$ cat src/rtl/press_pulse_generator_if.sv
// Symbol request handshake: the producer offers a short/long symbol,
// and the generator accepts it when its queue has room.
interface press_pulse_generator_if;
    logic req_valid;
    logic req_long;
    logic req_ready;

    modport master (output req_valid, output req_long, input req_ready);
    modport slave  (input req_valid, input req_long, output req_ready);
endinterface

$ cat src/rtl/press_pulse_generator.sv
// Timed press-line generator: queues short/long symbols and plays each one
// as a high pulse of SHORT_TIME/LONG_TIME cycles followed by a GAP_TIME low gap.
module press_pulse_generator #(
    parameter logic [31:0] SHORT_TIME = 32'd50000000,
    parameter logic [31:0] LONG_TIME  = 32'd400000000,
    parameter logic [31:0] GAP_TIME   = 32'd50000000,
    parameter int          FIFO_DEPTH = 4
) (
    input  logic                            clk,
    input  logic                            reset,
    press_pulse_generator_if.slave          req,
    input  logic                            clear,
    output logic                            pulse_out,
    output logic                            busy,
    output logic                            done,
    output logic [$clog2(FIFO_DEPTH):0]     level
);

    localparam int PTR_W = $clog2(FIFO_DEPTH);
    localparam int LVL_W = PTR_W + 1;
    localparam logic [LVL_W-1:0] FULL = LVL_W'(FIFO_DEPTH);

    typedef enum logic [1:0] {IDLE, ON, GAP} state_t;

    state_t           state;
    logic [31:0]      cnt;
    logic [PTR_W-1:0] wr_ptr;
    logic [PTR_W-1:0] rd_ptr;
    logic             fifo_mem [FIFO_DEPTH];
    logic             head_long;
    logic             push;
    logic             pop;

    // Counter preload for a symbol's high phase; the counter runs DUR-1 down to 0.
    function automatic logic [31:0] dur_m1(input logic is_long);
        return (is_long ? LONG_TIME : SHORT_TIME) - 32'd1;
    endfunction

    assign req.req_ready = (level != FULL) && !clear;
    assign push          = req.req_valid && req.req_ready;
    assign head_long     = fifo_mem[rd_ptr];
    // Pop only from registered level, so a symbol pushed this edge waits one cycle.
    assign pop = !clear && (level != '0) &&
                 ((state == IDLE) || ((state == GAP) && (cnt == 32'd0)));
    assign busy = (state != IDLE) || (level != '0);

    always_ff @(posedge clk) begin
        if (push) fifo_mem[wr_ptr] <= req.req_long;
    end

    always_ff @(posedge clk or negedge reset) begin
        if (!reset) begin
            state     <= IDLE;
            cnt       <= '0;
            pulse_out <= 1'b0;
            done      <= 1'b0;
            level     <= '0;
            wr_ptr    <= '0;
            rd_ptr    <= '0;
        end else if (clear) begin
            state     <= IDLE;
            cnt       <= '0;
            pulse_out <= 1'b0;
            done      <= 1'b0;
            level     <= '0;
            wr_ptr    <= '0;
            rd_ptr    <= '0;
        end else begin
            done <= 1'b0;
            if (push) wr_ptr <= wr_ptr + PTR_W'(1);
            if (pop)  rd_ptr <= rd_ptr + PTR_W'(1);
            if (push && !pop)      level <= level + LVL_W'(1);
            else if (!push && pop) level <= level - LVL_W'(1);

            case (state)
                IDLE: begin
                    if (pop) begin
                        cnt       <= dur_m1(head_long);
                        pulse_out <= 1'b1;
                        state     <= ON;
                    end
                end
                ON: begin
                    if (cnt != 32'd0) begin
                        cnt <= cnt - 32'd1;
                    end else begin
                        pulse_out <= 1'b0;
                        cnt       <= GAP_TIME - 32'd1;
                        state     <= GAP;
                    end
                end
                GAP: begin
                    if (cnt != 32'd0) begin
                        cnt <= cnt - 32'd1;
                    end else begin
                        // Gap finished: chain straight into the next queued symbol.
                        done <= 1'b1;
                        if (pop) begin
                            cnt       <= dur_m1(head_long);
                            pulse_out <= 1'b1;
                            state     <= ON;
                        end else begin
                            state <= IDLE;
                        end
                    end
                end
                default: state <= IDLE;
            endcase
        end
    end

endmodule

$ cat src/flat_wrapper.sv
// flat-port wrapper written by rule: the top's interface ports become plain ports
module press_pulse_generator_flat 
#(
    parameter logic [31:0] SHORT_TIME = 32'd50000000,
    parameter logic [31:0] LONG_TIME  = 32'd400000000,
    parameter logic [31:0] GAP_TIME   = 32'd50000000,
    parameter int          FIFO_DEPTH = 4
)
  (clk, reset, clear, pulse_out, busy, done, level, req_req_valid, req_req_long, req_req_ready);
  press_pulse_generator_if req_i ();
  input  logic clk;
  input  logic reset;
  input  logic clear;
  output logic pulse_out;
  output logic busy;
  output logic done;
  output logic [$clog2(FIFO_DEPTH):0] level;
  input wire logic [$bits(req_i.req_valid)-1:0] req_req_valid;
  input wire logic [$bits(req_i.req_long)-1:0] req_req_long;
  output wire logic [$bits(req_i.req_ready)-1:0] req_req_ready;
  assign req_i.req_valid = req_req_valid;
  assign req_i.req_long = req_req_long;
  assign req_req_ready = req_i.req_ready;
  press_pulse_generator #(.SHORT_TIME(SHORT_TIME), .LONG_TIME(LONG_TIME), .GAP_TIME(GAP_TIME), .FIFO_DEPTH(FIFO_DEPTH)) u_core (.clk(clk), .reset(reset), .req(req_i), .clear(clear), .pulse_out(pulse_out), .busy(busy), .done(done), .level(level));
endmodule
$ cat config.mk
export PLATFORM = sky130hd
export DESIGN_NAME = press_pulse_generator_flat
export DESIGN_NICKNAME = d
export VERILOG_FILES = /design/src/rtl/press_pulse_generator_if.sv /design/src/rtl/press_pulse_generator.sv /design/src/flat_wrapper.sv
export SDC_FILE = /design/constraint.sdc
export NUM_CORES = 1
export LEC_CHECK = 0
export CORE_ASPECT_RATIO = 0.75
export CORE_MARGIN = 1.5
export CORE_UTILIZATION = 45
export CTS_CLUSTER_SIZE = 40
export DETAILED_ROUTE_END_ITERATION = 8
export PLACE_DENSITY = 0.73
export SYNTH_ARGS = -nofsm -noshare
export SYNTH_HDL_FRONTEND = slang
export SYNTH_SLANG_ARGS = --single-unit
$ cat constraint.sdc
create_clock -name clk -period 3 [get_ports clk]
set_input_delay 0.3 -clock clk [delete_from_list [all_inputs] [get_ports clk]]
set_output_delay 0.3 -clock clk [all_outputs]
set_load 0.01 [all_outputs]
==> impl_results.md, run 1 <==
- CTS Buf Count: 5
- Slowest cell on crit path: or3_1
- Post-Route WL: 8.36 mm
- DRC Markers: 3
- CP top delay family: simple AND/OR/NAND/NOR gates
- Final worst slack: 0.227 ns
- Final Max Slew Viols: 0
- # placed instances: 444
- Pin count of the biggest net entering global routing: 44
- Sequential Area: 1200 µm²
- Net count after synthesis: 363
- Htree depth: 2
- Crit-path cells: inv_2, ha_2, nor4b_4, nand4_2, buf_4, or3_1, and2_1, a221oi_2, o22a_1
- Top-count cell post-synth: dfrtp_1
- Routed len/inst: 18.5 µm
- Final setup TNS: 0 ns
- Max-cap violations: 0
- Mean post-synth cell area: 8.94 µm²
- Synth cell count leaders: 43 x dfrtp_1, 31 x nor2_1, 25 x nand2_1
- Worst Path Max Fanout: 15
- Area delta synth->final: 13.1%
- Crit Path Category: reg -> reg
- Yosys cell types: 64
- Finished Layout Cells: 452
- Ys Warns: 0
- Cell taking the most area after synthesis: dfrtp_1
- Share of cells above drive strength 1: 13.7%
- DP Worst Slack: 0.0432 ns
- Post-Syn Area: 3100 µm²
- Peak Freq: 0.361 GHz
- Grt ovf: 0
- Diode count: 0
- Worst-skew pair later-pin latency: 0.31 ns
- Endpoints failing setup: 0
- Seq cells post-synth: 47
- Worst path buffer plus inverter count: 2
- Gr usage total: 24.4%
- Die Height: 74.9 µm
- Startpoint Class: flip-flop
- CP Capture Type: flip-flop
- Port bufs: 11
- Vias in the first global route: 2,781
- Multi-input gate area: 1780 µm²
- Top FF cell, synth: dfrtp_1
- Synth async-reset ratio: 91.5%
- CTS root buf: clkbuf_8
- RSZ-0062 raised after global routing: false
- Largest cells by area after synthesis: dfrtp_1 35%, ha_1 4.0%, a21oi_1 3.9%
- CTS tree: yes
- Post-synthesis sequential area ratio: 38.6%
- Starting Density: 47.9%
- Antenna violations before repair: 0
- Vias/cell: 6.51
- Core outline area: 6470 µm²
- DRT Pass-1 Iters: 8
- # rows: 25
- CP arrival: 3.02 ns
- Post-CTS Setup Inserts: 0
- Post-synth EDFFs: 4
- Final Net Count: 386
- Clock period minus worst slack: 2.77 ns
- # IOs: 12
- Post-layout util: 54.2%
- First-pass GRT wire length: 14.0 mm
- Slowest Stage Delay on Critical Path: 0.45 ns
- Failing checks: DRC
- Status: complete, but fails checks
- Post-CTS sizing: 0
- Clock skew: 0.00351 ns
- Die Span X: 98.8 µm
- GPL Wtd Cong: 0.882
- Area share of the largest cell type after synthesis: 34.7%
- Hold Crit Class: in -> async
- Vias after detailed routing: 2,943
- Slew @ Worst Pin: 1.01 ns
- Post-Synthesis Cells: 347
- CP required: 3.25 ns
- Die ar.: 7400 µm²
- Fillers: 598
- Max-slew headroom: 32.8%
- Drt initial violations: 314
- Final Hold Viols: 0
- Clock sinks: 47
- Fin crit share: 92.4%
- Post-DRT Antenna Nets: 0
- Clock transition at the registers of the reported paths: 0.09 ns
- HPWL after detailed placement: 5.97 mm
- Clock buffer depth: 2
- CTS Hold Bufs: 0
-- worst paths after layout --
check | cells past startpoint | slack (ns) | from | end
max in group asynchronous | 1 | 2.22 | reset | u_core.cnt[24]
max reg2reg | 9 | 0.23 | u_core.cnt[0] | u_core.cnt[15]
min in group clk | 1 | 0.49 | u_core.cnt[31] | u_core.cnt[31]
min reg2reg | 1 | 0.49 | u_core.cnt[31] | u_core.cnt[31]
max | 9 | 0.23 | u_core.cnt[0] | u_core.cnt[15]
min | 1 | 0.15 | reset | u_core.cnt[29]
-- flip-flops by register name, indices dropped and copies added, names as in the netlist --
signal            flops
u_core.fifo_mem       4
u_core.rd_ptr         2
u_core.state          2
u_core.wr_ptr         2
u_core.done           1
u_core.pulse_out      1
u_core.level          3
u_core.cnt           32
-- metal layers --
metal  track usage (%)  share of wire (%)  vias to the layer above
li1                  -                  -                     1367
met1              33.9                 48                     1419
met2              39.4                 42                      140
met3              5.11                8.2                       17
met4              6.98                1.8                        0
met5                 0                  0                        -
-- cells by family after synthesis --
| kind of cell | share of synthesized area, % |
|---|---|
| buffers and inverters | 4.44 |
| multiplexers | 1.74 |
| AND/OR/NAND/NOR | 23.7 |
| adder cells (fa/ha/maj) | 4.68 |
| flip-flops | 38.6 |
| AO/OA/AOI/OAI | 25.7 |
| XOR/XNOR | 1.13 |
-- placed cells by master, fill, tap and decap left out, types with 3 or more instances in the layout --
cell type,count
a21oi_1,24
nand2_1,24
o211ai_1,3
clkdlybuf4s50_1,10
a211oi_1,5
nand3_1,6
ha_1,9
edfxtp_1,4
a41oi_1,3
or2_2,4
a211o_1,7
o21ai_0,12
o32ai_1,3
or3_1,11
dfrtp_1,43
and3_1,6
nor4_1,5
a31oi_1,16
and2_1,3
nor3_1,16
buf_4,18
o31ai_1,4
clkbuf_8,7
nor2_1,31
inv_1,22
o2111a_1,3
o221ai_1,5
nand2b_1,4
nand4_1,9
-- metrics by stage --
stage	hold slack (ns)	instance area, µm²
after floorplan	0.00441	3100
after global placement	0.477	3390
after detailed placement	0.476	3390
after CTS	0.178	3490
after global routing	0.236	3510
final	0.154	3510
-- final cells by class --
type                    instances  share of cell area (%)
flip-flops and latches         47                    34.1
clock buffers                   8                    2.85
repair buffers                 29                    6.85
inverters                      23                    2.46
multi-input cells             264                    50.8
well taps                      81                    2.89
-- worst register-to-register path, delay by kind of cell, from the launching register on --
| kind | cells | cell delay [ns] |
|---|---|---|
| AND/OR/NAND/NOR | 4 | 1.22 |
| adder cells (fa/ha/maj) | 1 | 0.19 |
| AO/OA/AOI/OAI | 2 | 0.59 |
| buffers and inverters | 2 | 0.31 |
| flip-flops | 1 | 0.41 |
Power of run 1 is not shown: default switching activity piles up to over one toggle a cycle in this logic, so the estimate is an artifact.
==> inputs of run 2 (changes only) <==
Settings changed: CAP_MARGIN set to 10, PLACE_DENSITY 0.73 to 0.71, SETUP_SLACK_MARGIN set to 0.02.
Clock period 3 ns to 3.4 ns, I/O delays scaled along.
==> run 2 against run 1 <==
The flow still finishes with violations (DRC). Worst hold slack better by 0.023 ns. Global-route usage fell by 1.6 points. Design area decreased by 2.6%. Sequential share of layout area up 0.92 points. Register-to-register slack is essentially flat.
==> impl_results.md, run 2 (same netlist as run 1, synthesis figures left out) <==
- Share of cells above drive strength 1: 10.0%
- Clock period minus worst slack: 3.18 ns
- Crit-path cells: inv_1, ha_1, nor4b_2, nand4_2, buf_4, or2_0, o31ai_1, a21oi_1, o221a_2
- Slowest Stage Delay on Critical Path: 0.60 ns
- Final Hold Viols: 0
- Peak Freq: 0.315 GHz
- Post-Route WL: 7.84 mm
- Grt ovf: 0
- CTS Hold Bufs: 0
- Largest reg by FF count: u_core.cnt
- Most frequent cells in the layout: 43 x dfrtp_1, 31 x nor2_1, 25 x nand2_1, 24 x a21oi_1, 23 x inv_1
- Gr usage total: 22.8%
- Htree depth: 2
- Area delta synth->final: 10.1%
- Startpoint Class: flip-flop
- Multi-input gate area: 1770 µm²
- Drt initial violations: 249
- CTS tree: yes
- HPWL after detailed placement: 5.59 mm
- Fillers: 610
- Slowest cell on crit path: o31ai_1
- # rows: 25
- # placed instances: 433
- Post-DRT Antenna Nets: 0
- Most common cell after layout, fill and taps aside: dfrtp_1
- Pin count of the biggest net entering global routing: 44
- Endpoints failing setup: 0
- DRC Markers: 2
- GPL Wtd Cong: 0.869
- Finished Layout Cells: 440
- DRT Pass-1 Iters: 7
- Vias in the first global route: 2,724
- Clock transition at the registers of the reported paths: 0.09 ns
- Worst-skew pair later-pin latency: 0.31 ns
- Max-slew headroom: 35.8%
- Antenna violations before repair: 0
- Hold Crit Class: in -> async
- Crit Path Category: reg -> reg
- Clock sinks: 47
- Core outline area: 6470 µm²
- CTS Buf Count: 5
- Reg2Reg Depth: 9
- CP arrival: 3.38 ns
- Final setup TNS: 0 ns
- Final Max Slew Viols: 0
- Clock skew: 0.00890 ns
- Top Registers: u_core.cnt (32), u_core.fifo_mem (4), u_core.level (3)
- Slew @ Worst Pin: 0.962 ns
- Failing checks: DRC
- Port bufs: 11
- Reg-to-reg critical path endpoint: u_core.cnt[23]
- Worst reg-to-reg setup slack: 0.22 ns
- Starting Density: 47.9%
- Clock buffer depth: 2
- First-pass GRT wire length: 13.4 mm
- Max-cap violations: 0
- Largest register FFs: 32
- CP Capture Type: flip-flop
- Worst Path Max Fanout: 15
- RSZ-0062 raised after global routing: true
- Fin crit share: 93.5%
- Die Span X: 98.8 µm
- Routed len/inst: 17.8 µm
- Vias after detailed routing: 2,861
- FF-to-FF Start: u_core.cnt[0]
- CP required: 3.60 ns
- Die ar.: 7400 µm²
- Vias/cell: 6.50
- Diode count: 0
- Final Net Count: 375
- Status: complete, but fails checks
- CTS root buf: clkbuf_8
- Die Height: 74.9 µm
- # IOs: 12
- Sequential Area: 1200 µm²
run 2: worst max path at each step:
| stage | startpoint | end | slack [ns] | depth (start not counted) |
|---|---|---|---|---|
| after CTS | u_core.cnt[0] | u_core.cnt[17] | 0.21 | 9 |
| after floorplan | u_core.cnt[0] | u_core.level[2] | 0.47 | 12 |
| after global placement | u_core.cnt[0] | u_core.cnt[17] | 0.38 | 9 |
| after detailed placement | u_core.cnt[0] | u_core.cnt[17] | 0.23 | 9 |
| after global routing | u_core.cnt[0] | u_core.level[2] | 0.004 | 12 |
| final | u_core.cnt[0] | u_core.cnt[23] | 0.22 | 9 |
run 2: critical path, delay by kind of cell, from the launching register on:
kind / cells / cell delay, ns
fa+ha+maj: 1 / 0.27
compound gates: 3 / 1.23
buf+inv: 2 / 0.33
simple gates: 3 / 0.84
flops: 1 / 0.40
run 2: cell type report:
class | instances | share of cell area [%]
Multi-Input combinational cell | 264 | 51.9
Sequential cell | 47 | 35.0
Timing Repair Buffer | 18 | 4.62
Tap cell | 81 | 2.97
Inverter | 23 | 2.53
Clock buffer | 6 | 2.13
Clock inverter | 1 | 0.879
run 2: per-stage QoR:
| step | hold slack, ns | utilization (%) | area (µm²) | worst slack, ns |
|---|---|---|---|---|
| after floorplan | 0.0444 | - | 3100 | 0.465 |
| after global placement | 0.475 | 51.1 | 3310 | 0.381 |
| after detailed placement | 0.493 | 51.1 | 3310 | 0.234 |
| after CTS | 0.229 | 52.7 | 3410 | 0.205 |
| after global routing | 0.278 | 52.7 | 3410 | 0.00405 |
| final | 0.178 | 52.7 | 3410 | 0.221 |
run 2: metal layers:
metal	GRT usage, %	wire [µm]	vias to the layer above
li1	-	-	1347
met1	32.7	3800	1385
met2	35.7	3360	111
met3	3.71	525	16
met4	6.83	107	2
met5	4.49	45	-
run 2: timing repair:
action	CTS	global route
setup buffers	0	0
gates resized for setup	0	1
endpoints found under the setup margin	0	1
Power of run 2 is left out for the same reason.
==> inputs of run 3 (changes only) <==
Settings changed: PLACE_DENSITY 0.71 to unset.
==> run 3 against run 2 <==
The run still ends with DRC left. Die area stayed put. Via count is 2.1% lower. Final cell count is 1.4% higher. Sequential share of layout area is 0.38 points lower. Setup slack better by 0.14 ns. Non-clock buffer count is 5 higher. Global-route usage is 0.94 points higher. Worst hold slack better by 0.013 ns. Critical path depth is 3 higher.
==> impl_results.md, run 3 (same netlist as run 1, synthesis figures left out) <==
- Post-CTS Setup Inserts: 0
- Met1 Use GR: 36.3%
- Top Registers: u_core.cnt (32), u_core.fifo_mem (4), u_core.level (3)
- Reg2Reg Depth: 12
- # IOs: 12
- CP Capture Type: flip-flop
- Clock period minus worst slack: 3.04 ns
- Global routing's busiest layer: met1
- Htree depth: 2
- Vias after detailed routing: 2,801
- # rows: 25
- Diode count: 0
- Clock sinks: 47
- Pin count of the biggest net entering global routing: 44
- Final setup TNS: 0 ns
- Worst Path Max Fanout: 6
- DRC Markers: 2
- Largest register FFs: 32
- Die Span X: 98.8 µm
- RSZ-0062 raised after global routing: false
- CTS root buf: clkbuf_8
- Clock buffer depth: 2
- Post-DRT Antenna Nets: 0
- Final Hold Viols: 0
- Worst-skew pair later-pin latency: 0.30 ns
- Gr usage total: 23.8%
- Port bufs: 11
- Routed len/inst: 18.4 µm
- Hold Crit Class: in -> async
- GR Util met2: 35.1%
- CP required: 3.59 ns
- Drt initial violations: 250
- Final Max Slew Viols: 0
- Clock transition at the registers of the reported paths: 0.09 ns
- Finished Layout Cells: 446
- CTS Hold Bufs: 0
- Most common cell after layout, fill and taps aside: dfrtp_1
- Finished Cell Area: 3450 µm²
- Core outline area: 6470 µm²
- Area after DPL: 3350 µm²
- Die ar.: 7400 µm²
- Failing checks: DRC
- Starting Density: 47.9%
- Max-slew headroom: 32.9%
- CP arrival: 3.23 ns
- Vias/cell: 6.28
- Antenna violations before repair: 0
- Die Height: 74.9 µm
- Largest reg by FF count: u_core.cnt
- Status: complete, but fails checks
- HPWL after detailed placement: 5.98 mm
- GPL Wtd Cong: 0.916
- Post-CTS sizing: 0
- Crit Path Category: reg -> reg
- First-pass GRT wire length: 13.6 mm
- Fin crit share: 89.5%
- DRT Pass-1 Iters: 7
- CTS Buf Count: 5
- Slew @ Worst Pin: 1.01 ns
- CTS tree: yes
- Post-Route WL: 8.20 mm
- Max-cap violations: 0
- Grt ovf: 0
- Vias in the first global route: 2,649
- Final hold slack: 0.191 ns
- Final Net Count: 380
- Share of cells above drive strength 1: 11.0%
- Clock skew: 0.00880 ns
- GR Util met3: 3.62%
- # placed instances: 438
- Most frequent cells in the layout: 43 x dfrtp_1, 31 x nor2_1, 25 x nand2_1, 24 x a21oi_1, 23 x inv_1
- Startpoint Class: flip-flop
- Area delta synth->final: 11.3%
- Endpoints failing setup: 0
- Peak Freq: 0.329 GHz
-- run 3: cell types whose count changed in the layout (fill, tap and decap cells not counted), sizes merged --
cell	delta
buf	+5
clkbuf	+1
-- run 3: per-layer routing --
layer  routed length [µm]  part of all wire [%]
met5                    0                     0
met4                   89                   1.1
met3                  630                   7.7
met2                 3340                    41
met1                 4140                    50
-- run 3: worst max-delay path, stage by stage, from the launching register on --
cell      delay [ns]
dfrtp_1         0.40
inv_1           0.10
ha_1            0.26
nor4b_2         0.34
nand4_2         0.15
or4_4           0.59
nand2_1         0.12
nor2_1          0.06
fa_1            0.41
inv_1           0.09
a211oi_1        0.05
a311oi_1        0.26
o31ai_1         0.09
-- run 3: through the flow --
step,util [%],setup WS [ns]
2_1_floorplan,-,0.465
3_3_place_gp,51.7,0.449
3_5_place_dp,51.7,0.368
4_1_cts,53.3,0.349
5_1_grt,53.3,0.116
6_report,53.3,0.357
-- run 3: path summary, 6_finish.rpt --
| check | startpoint | endpoint | slack, ns |
|---|---|---|---|
| max reg2reg | u_core.cnt[0] | u_core.level[2] | 0.36 |
| min | reset | u_core.level[0] | 0.19 |
| min in group clk | u_core.cnt[31] | u_core.cnt[31] | 0.49 |
| max | u_core.cnt[0] | u_core.level[2] | 0.36 |
| min reg2reg | u_core.cnt[31] | u_core.cnt[31] | 0.49 |
| max in group asynchronous | reset | u_core.cnt[28] | 2.57 |
-- run 3: layout make-up --
class,instances,area (µm²)
well taps,81,101
clock buffers,7,76.3
multi-input cells,264,1770
inverters,23,86.3
flip-flops and latches,47,1200
repair buffers,23,195
clock inverters,1,30.0
fillers,605,3020
Power of run 3 is left out for the same reason.
